--- src/rtl/pe_layer_arbiter.sv ---
// GBA PPU per-pixel layer arbiter: picks the top-most visible layer and the
// blend-target layer from BG0-3, OBJ and backdrop over a two-stage pipeline.
module pe_layer_arbiter #(
  parameter int COLOR_W     = 15,
  parameter int LINE_PIXELS = 240
) (
  input  logic                 clk,
  input  logic                 rst_b,
  input  logic                 line_restart,
  input  logic                 in_valid,
  output logic                 in_ready,
  input  logic [4*COLOR_W-1:0] bg_color,
  input  logic [7:0]           bg_prio,
  input  logic [3:0]           bg_opaque,
  input  logic [3:0]           bg_enable,
  input  logic [COLOR_W-1:0]   obj_color,
  input  logic [1:0]           obj_prio,
  input  logic                 obj_opaque,
  input  logic                 obj_semi,
  input  logic                 obj_enable,
  input  logic [COLOR_W-1:0]   backdrop_color,
  output logic                 out_valid,
  input  logic                 out_ready,
  output logic [COLOR_W-1:0]   top_color,
  output logic [2:0]           top_layer,
  output logic [COLOR_W-1:0]   second_color,
  output logic [2:0]           second_layer,
  output logic                 top_obj_semi,
  output logic [7:0]           pixel_x,
  output logic                 line_end
);

  // Candidate slot 0 is OBJ, slots 1..4 are BG0..BG3; the slot number doubles
  // as the rank field of the sort key.
  localparam int         NCAND          = 5;
  localparam logic [4:0] KEY_NONE       = 5'h1F;
  localparam logic [2:0] LAYER_OBJ      = 3'd4;
  localparam logic [2:0] LAYER_BACKDROP = 3'd5;
  localparam logic [7:0] LAST_X         = 8'(LINE_PIXELS - 1);

  logic advance;

  logic [4:0]         key_d      [NCAND];
  logic [COLOR_W-1:0] color_d    [NCAND];

  logic               s1_valid_q;
  logic [4:0]         s1_key_q   [NCAND];
  logic [COLOR_W-1:0] s1_color_q [NCAND];
  logic               s1_semi_q;
  logic [COLOR_W-1:0] s1_backdrop_q;

  logic [2:0]         top_idx, sec_idx;
  logic [4:0]         top_key, sec_key;
  logic [COLOR_W-1:0] top_color_d, second_color_d;
  logic [2:0]         top_layer_d, second_layer_d;
  logic               top_semi_d;

  logic               out_valid_q;
  logic [COLOR_W-1:0] top_color_q, second_color_q;
  logic [2:0]         top_layer_q, second_layer_q;
  logic               top_semi_q;
  logic [7:0]         pixel_x_q;

  function automatic logic [2:0] slot_to_layer(input logic [2:0] slot);
    return (slot == 3'd0) ? LAYER_OBJ : slot - 3'd1;
  endfunction

  // A held bubble still blocks the stage: both stages move together or not at all.
  assign advance  = ~out_valid_q | out_ready;
  assign in_ready = advance & ~line_restart;

  always_comb begin
    key_d[0]   = (obj_enable & obj_opaque) ? {obj_prio, 3'd0} : KEY_NONE;
    color_d[0] = obj_color;
    for (int n = 0; n < 4; n++) begin
      key_d[n+1]   = (bg_enable[n] & bg_opaque[n]) ? {bg_prio[2*n +: 2], 3'(n + 1)} : KEY_NONE;
      color_d[n+1] = bg_color[n*COLOR_W +: COLOR_W];
    end
  end

  // NOTE: sequential state uses non-blocking assignments so every register
  // samples the pre-edge value of its neighbours, independent of block order.
  always_ff @(posedge clk or negedge rst_b) begin
    if (!rst_b) begin
      // NOTE: the pipeline data registers are few and small, so they are reset
      // too; this keeps post-reset outputs deterministic rather than X.
      s1_valid_q    <= 1'b0;
      s1_semi_q     <= 1'b0;
      s1_backdrop_q <= '0;
      for (int i = 0; i < NCAND; i++) begin
        s1_key_q[i]   <= KEY_NONE;
        s1_color_q[i] <= '0;
      end
    end else if (line_restart) begin
      s1_valid_q <= 1'b0;
    end else if (advance) begin
      s1_valid_q    <= in_valid & in_ready;
      s1_semi_q     <= obj_semi;
      s1_backdrop_q <= backdrop_color;
      for (int i = 0; i < NCAND; i++) begin
        s1_key_q[i]   <= key_d[i];
        s1_color_q[i] <= color_d[i];
      end
    end
  end

  // Keys are unique, so a strict less-than scan yields a single winner.
  always_comb begin
    // NOTE: every variable gets a default before the scans, so no path through
    // this block can leave a value unassigned and infer a latch.
    top_idx = 3'd0;
    top_key = s1_key_q[0];
    for (int i = 1; i < NCAND; i++) begin
      if (s1_key_q[i] < top_key) begin
        top_key = s1_key_q[i];
        top_idx = 3'(i);
      end
    end

    sec_idx = 3'd0;
    sec_key = KEY_NONE;
    for (int i = 0; i < NCAND; i++) begin
      if ((3'(i) != top_idx) && (s1_key_q[i] < sec_key)) begin
        sec_key = s1_key_q[i];
        sec_idx = 3'(i);
      end
    end

    if (top_key == KEY_NONE) begin
      top_layer_d = LAYER_BACKDROP;
      top_color_d = s1_backdrop_q;
    end else begin
      top_layer_d = slot_to_layer(top_idx);
      top_color_d = s1_color_q[top_idx];
    end

    // A backdrop top implies nothing else is visible, so second falls here too.
    if (sec_key == KEY_NONE) begin
      second_layer_d = LAYER_BACKDROP;
      second_color_d = s1_backdrop_q;
    end else begin
      second_layer_d = slot_to_layer(sec_idx);
      second_color_d = s1_color_q[sec_idx];
    end

    top_semi_d = (top_layer_d == LAYER_OBJ) & s1_semi_q;
  end

  always_ff @(posedge clk or negedge rst_b) begin
    if (!rst_b) begin
      out_valid_q    <= 1'b0;
      top_color_q    <= '0;
      second_color_q <= '0;
      top_layer_q    <= LAYER_BACKDROP;
      second_layer_q <= LAYER_BACKDROP;
      top_semi_q     <= 1'b0;
    end else if (line_restart) begin
      out_valid_q <= 1'b0;
    end else if (advance) begin
      out_valid_q    <= s1_valid_q;
      top_color_q    <= top_color_d;
      second_color_q <= second_color_d;
      top_layer_q    <= top_layer_d;
      second_layer_q <= second_layer_d;
      top_semi_q     <= top_semi_d;
    end
  end

  always_ff @(posedge clk or negedge rst_b) begin
    if (!rst_b) begin
      pixel_x_q <= '0;
    end else if (line_restart) begin
      pixel_x_q <= '0;
    end else if (out_valid_q & out_ready) begin
      pixel_x_q <= (pixel_x_q == LAST_X) ? 8'd0 : pixel_x_q + 8'd1;
    end
  end

  assign out_valid    = out_valid_q;
  assign top_color    = top_color_q;
  assign top_layer    = top_layer_q;
  assign second_color = second_color_q;
  assign second_layer = second_layer_q;
  assign top_obj_semi = top_semi_q;
  assign pixel_x      = pixel_x_q;
  assign line_end     = out_valid_q & (pixel_x_q == LAST_X);

endmodule
--- config.mk ---
export PLATFORM = sky130hd
export DESIGN_NAME = pe_layer_arbiter
export DESIGN_NICKNAME = d
export VERILOG_FILES = /design/src/rtl/pe_layer_arbiter.sv
export SDC_FILE = /design/constraint.sdc
export NUM_CORES = 1
export LEC_CHECK = 0
export ABC_AREA = 0
export CORE_MARGIN = 2
export CORE_UTILIZATION = 53
export DETAILED_ROUTE_END_ITERATION = 7
export GPL_TIMING_DRIVEN = 0
export PLACE_DENSITY = 0.81
export SYNTH_ARGS = -nofsm -noshare
export SYNTH_HDL_FRONTEND = slang
export SYNTH_SLANG_ARGS = --single-unit
--- constraint.sdc ---
create_clock -name clk -period 10.32 [get_ports clk]
set_input_delay 1.548 -clock clk [delete_from_list [all_inputs] [get_ports clk]]
set_output_delay 1.548 -clock clk [all_outputs]
set_load 0.01 [all_outputs]
Yosys cells after proc, flatten, opt, wreduce, memory -nomap -nowiden:

Index checks and enable logic that the tools add are counted.

* multiplexer cells: 41
* add/subtract/negate cells: 3
* equal/unequal tests: 8
* $lt $le $gt $ge: 11
* reduce and logical (&&, ||, !) cells: 11
* bitwise gates (word level): 15

Operator list (count)
* $bmux 15 s3: 2
* $mux 15: 6
* $mux 5: 14
* $lt 5x5->1: 8
* $mux 3: 10
* $mux 8: 3
* $and 1x1->1: 10
* $eq 5x5->1 const B: 2
* $add 8x1->8 const B: 1
* $eq 8x8->1 const B: 1
* $ge 4x4->1 const B: 2
* $not 3->4: 2
* $logic_not 3->1: 2
* $mux 1: 6
* $ne 2x3->1 const A: 2
* $sub 3x1->3 const B: 2
* $logic_and 1x1->1: 5
* $lt 5x5->1 const B: 1
* $reduce_bool 2->1: 2
* $eq 3x3->1 const B: 1
* $ne 1x3->1 const A: 1
* $ne 3x3->1 const A: 1
* $reduce_bool 3->1: 1
* $not 1->1: 2
* other kinds (2): 2

* bits of input ports: 116
* output and inout port bits: 48
* flip-flop bits (word level): 163

Depth between registers and ports, before layout:

* depth in word-level cells: 28
* mapped depth: 46

Least setup slack after synthesis:

No wires, ideal clock.

* kind: reg2reg
* from: register s1_key_q[24] (netlist bit)
* to: register second_color_q[13] (netlist: second_color[13])
* library setup time: 133 ps
* path buffers: 6
* stages on the path, launching flop included: 42
* setup slack: 1634 ps
* arrival: 8554 ps
* path through: dfstp_2 > inv_1 > ha_1 > nand2_1 > o21a_4 > o311ai_1 > o2bb2ai_1 > clkbuf_1 > nor2_1 > a21o_1 > ha_1 > inv_1 > a211oi_1 > nor2_1 > a21oi_1 > buf_2 > clkbuf_1 > nor3_1 > [... 6 more ...] > or2_2 > buf_2 > a21oi_1 > inv_1 > ha_1 > a211oi_1 > o31ai_1 > nand2_1 > buf_2 > a21oi_1 > ha_1 > a211oi_1 > nand2_1 > o31a_1 > nand2b_1 > buf_2 > nand4_1 > nand4b_1

* word-level cells in the longest chain between the ends: 28
* elaborated cells between the ends (all ways): 41
* those cells by class: 9 x order compare; 5 x eq/ne; 20 x mux; 1 x bitwise; 6 x reduce/logical

Ends and longest elaborated chain
* start, declared: RTL line 47 `logic [4:0] s1_key_q [NCAND];`
* start signal, assigned by index: RTL line 101 `s1_key_q[i] <= key_d[i];`
* $lt 5x5->1: RTL line 114 `if (s1_key_q[i] < top_key) begin`
* $mux 5: RTL line 114
* $lt 5x5->1: RTL line 114
* $mux 5: RTL line 114
* $lt 5x5->1: RTL line 114
* $mux 5: RTL line 114
* $lt 5x5->1: RTL line 114
* $mux 3: RTL line 114
* [... 11 more ...]
* $mux 5: RTL line 123 `if ((3'(i) != top_idx) && (s1_key_q[i] < sec_key)) begin`
* $lt 5x5->1: RTL line 123
* $logic_and 1x1->1: RTL line 123
* $mux 3: RTL line 123
* $not 3->4 (not written as such): RTL line 143 `second_color_d = s1_color_q[sec_idx];`
* $bmux 15 s3: RTL line 143
* $mux 15 (not written as such) (2 in a row): RTL line 143
* $mux 15 *: RTL line 138 `if (sec_key == KEY_NONE) begin`
* end signal, assigned: RTL line 162 `second_color_q <= second_color_d;`
* end, declared: RTL line 59 `logic [COLOR_W-1:0] top_color_q, second_color_q;`

Every way passes the cells marked *; elsewhere a longest branch is shown, timed or not. The select of a mux whose other input is x is not followed.
A chain may end at the register's enable or synchronous reset.

Final worst setup path:

* from: register s1_key_q[24] (netlist bit)
* to: register second_color_q[4] (netlist: second_color[4])

Same word-level chain as after synthesis.

==> flow_summary.toml <==
[worst_hold_path]
min-delay-start = "top_layer[2]"
holdPathStages = 2
hold_path_end = "top_layer[2]"
hp-class = "flip-flop to flip-flop"

[timing]
setup_viol = 0
fin_crit_sh = 0.942
fmax_mhz = 103
drv_slew = 0
hold_violations = 0
relSlewSlack = 0.433
tightest_slew_ps = 850
min_period_ps = 9720
fin_setup_tns_ps = 0
fin_ws_ps = 596
skew_ps = 8.82

[critical_path]
slowest_delay_ps = 590
worst-setup-path-type = "flip-flop to flip-flop"
critPathTopFamily = "compound AO/OA/AOI/OAI gates"
required_ps = 10630
slowest_stage = "dfstp_2"
cp-end-kind = "flip-flop"
r2r_cells = 41
critPathBufInv = 9
reg2reg_slack_ps = 600
worstReg2RegEnd = "second_color[4]"
crit_fanout = 10
start_kind = "flip-flop"
reg2reg_from = "s1_key_q[24]"
arrival_ps = 10040
cpMostUsedCell = "ha_1"

[placed_design]
dpl.hpwl_um = 20700
io_buffers = 162
place_ws_ps = -360
gp_congestion = 0.924

[detailed_routing]
drc = 0
wl_per_cell_um = 19.1
firstDrtPassIters = 6
ant_nets = 0
viasPerCell = 5.90
drt_wl_total_um = 28400
drt_iter0_markers = 955
vias = 8763

[logic_synthesis]
synth_largest_area_cell = "dfrtp_1"
synth_top_area_share = 0.391
yosysSeqAreaShare = 0.449
synth_area_per_cell_um2 = 8.00
async_reset_ff_frac = 1.00
ys_ff_latch = 153
synth_edf_count = 0
synth_ff_type = "dfrtp_1"
synth_area_leaders = "dfrtp_1 39%, nand2_1 18%, dfstp_2 5.8%, o21ai_0 4.7%, mux2i_1 4.2%"
synthCells = 1072
syn_area_um2 = 8580
synth_cell_types = 69
synthesis.nets = 1204
yosys_warnings = 0

[global_routing]
grt_pass1_wl_um = 45200
grt_max_degree = 82
grt_pass1_vias = 8613
grt.overflow.total = 0
grt.total_usage = 0.334
antenna_found_initial = 0

[floorplan]
die_area_um2 = 17200
die_w_um = 131
die_h_um = 131
start_util = 0.542
ios = 164
fp.coreArea_um2 = 15800
num_rows = 46

[clock_network]
cts_hold_buf = 0
cts.path.max_buffers = 2
cts_tree = "yes"
cts_sinks = 153
clk_latency_ps = 440
cts_buffers = 17
htreeDepth = 4
cts_setup_buffers = 0
cts.clk_slew.worst_paths_ps = 70
clock-root-buffer = "clkbuf_16"

[layout]
fin_nets = 1387
fin_util = 0.704
layout_commonest_cell = "nand2_1"
final_cell_mix = "407 x nand2_1, 161 x clkdlybuf4s50_1, 134 x dfrtp_1, 80 x o21ai_0, 67 x a21oi_1"
synthToLayoutAreaGrowth_pct = 29.9
drive_above_1_share = 0.0812
num_antenna_cells = 0

[power]
p_per_area_nw_per_um2 = 250
ir_drop_mv = 0.178
total_leakage_power_uw = 0.00509

[run_status]
outcome = "finished clean"

[job]
cap_violations = 0
==> stage by stage <==
| stage | instance area [um^2] | std cells | hold WS [ps] | total power, uW |
|---|---|---|---|---|
| floorplan | 8580 | 1072 | 445 | 1630 |
| global placement | 10500 | 1450 | 446 | 2090 |
| detailed placement | 10500 | 1451 | 453 | 2110 |
| CTS | 11100 | 1483 | 463 | 2750 |
| global route | 11100 | 1484 | 486 | 2940 |
| finish | 11100 | 1484 | 459 | 2790 |
==> Yosys cell counts, drive strengths merged, types with 5 or more instances <==
library cell	instances
nand2	407
dfrtp	134
o21ai	83
a21oi	70
nor2	57
clkbuf	42
mux2i	36
inv	31
dfstp	19
buf	16
ha	16
nand4	13
a31oi	12
nand3	12
nand4b	12
nor3	12
a21o	9
o2111ai	7
o21a	7
a211oi	6
o221a	6
and3	5
o221ai	5
==> worst max-delay path by stage <==
stage / from / to / slack [ps] / cells after the start
detailed placement: s1_key_q[24] / second_color[4] / -360 / 41
CTS: s1_key_q[24] / second_color[4] / 6 / 41
global route: s1_key_q[24] / second_color[4] / -20 / 43
global placement: s1_key_q[24] / second_color[4] / -340 / 41
finish: s1_key_q[24] / second_color[4] / 600 / 41
floorplan: s1_key_q[24] / second_color[13] / 1630 / 41
==> state kept, by name, summed over array words and instances, names as in the netlist, 3 cells and up <==
name           count
s1_color_q        75
s1_backdrop_q     15
s1_key_q          15
second_color      15
top_color         15
pixel_x            8
second_layer       3
top_layer          3
==> what timing repair did <==
action	CTS	global route
endpoints found under the setup margin	17	18
gates resized for setup	2	10
pin swaps	0	0
cloned	0	0
==> logic make-up after synthesis <==
kind of cell,share of synthesized area
DFF,0.449
xor gates and xnor gates,0.00102
and+or+nand+nor,0.255
buffers and inverters,0.0426
muxes,0.0472
adders and majority gates,0.0258
AOI/OAI and AO/OA,0.179
==> layout make-up <==
type / count / area [um^2]
Inverter: 32 / 120
Clock inverter: 13 / 134
Sequential cell: 153 / 3850
Clock buffer: 19 / 443
Tap cell: 216 / 270
Multi-Input combinational cell: 829 / 4420
Fill cell: 1283 / 4680
Timing Repair Buffer: 164 / 1660
Buffer: 58 / 248
==> per-layer routing <==
| layer | up-vias | share of wire | GRT usage |
|---|---|---|---|
| li1 | 4008 | - | - |
| met1 | 4168 | 0.39 | 0.432 |
| met2 | 493 | 0.48 | 0.541 |
| met3 | 94 | 0.086 | 0.0714 |
| met4 | 0 | 0.045 | 0.155 |
| met5 | - | 0 | 0 |
==> power breakdown <==
part,internal (uW),switching (uW)
Combinational,541,812
Clock,345,279
Sequential,724,91.9
==> worst reg2reg max path: cells and delay by family (launching register included) <==
family / cells / cell delay, ps
compound gates: 19 / 4340
buf+inv: 9 / 2000
fa+ha+maj: 5 / 1410
simple gates: 8 / 1270
flops: 1 / 590
Power figures use the tool's default switching activity.
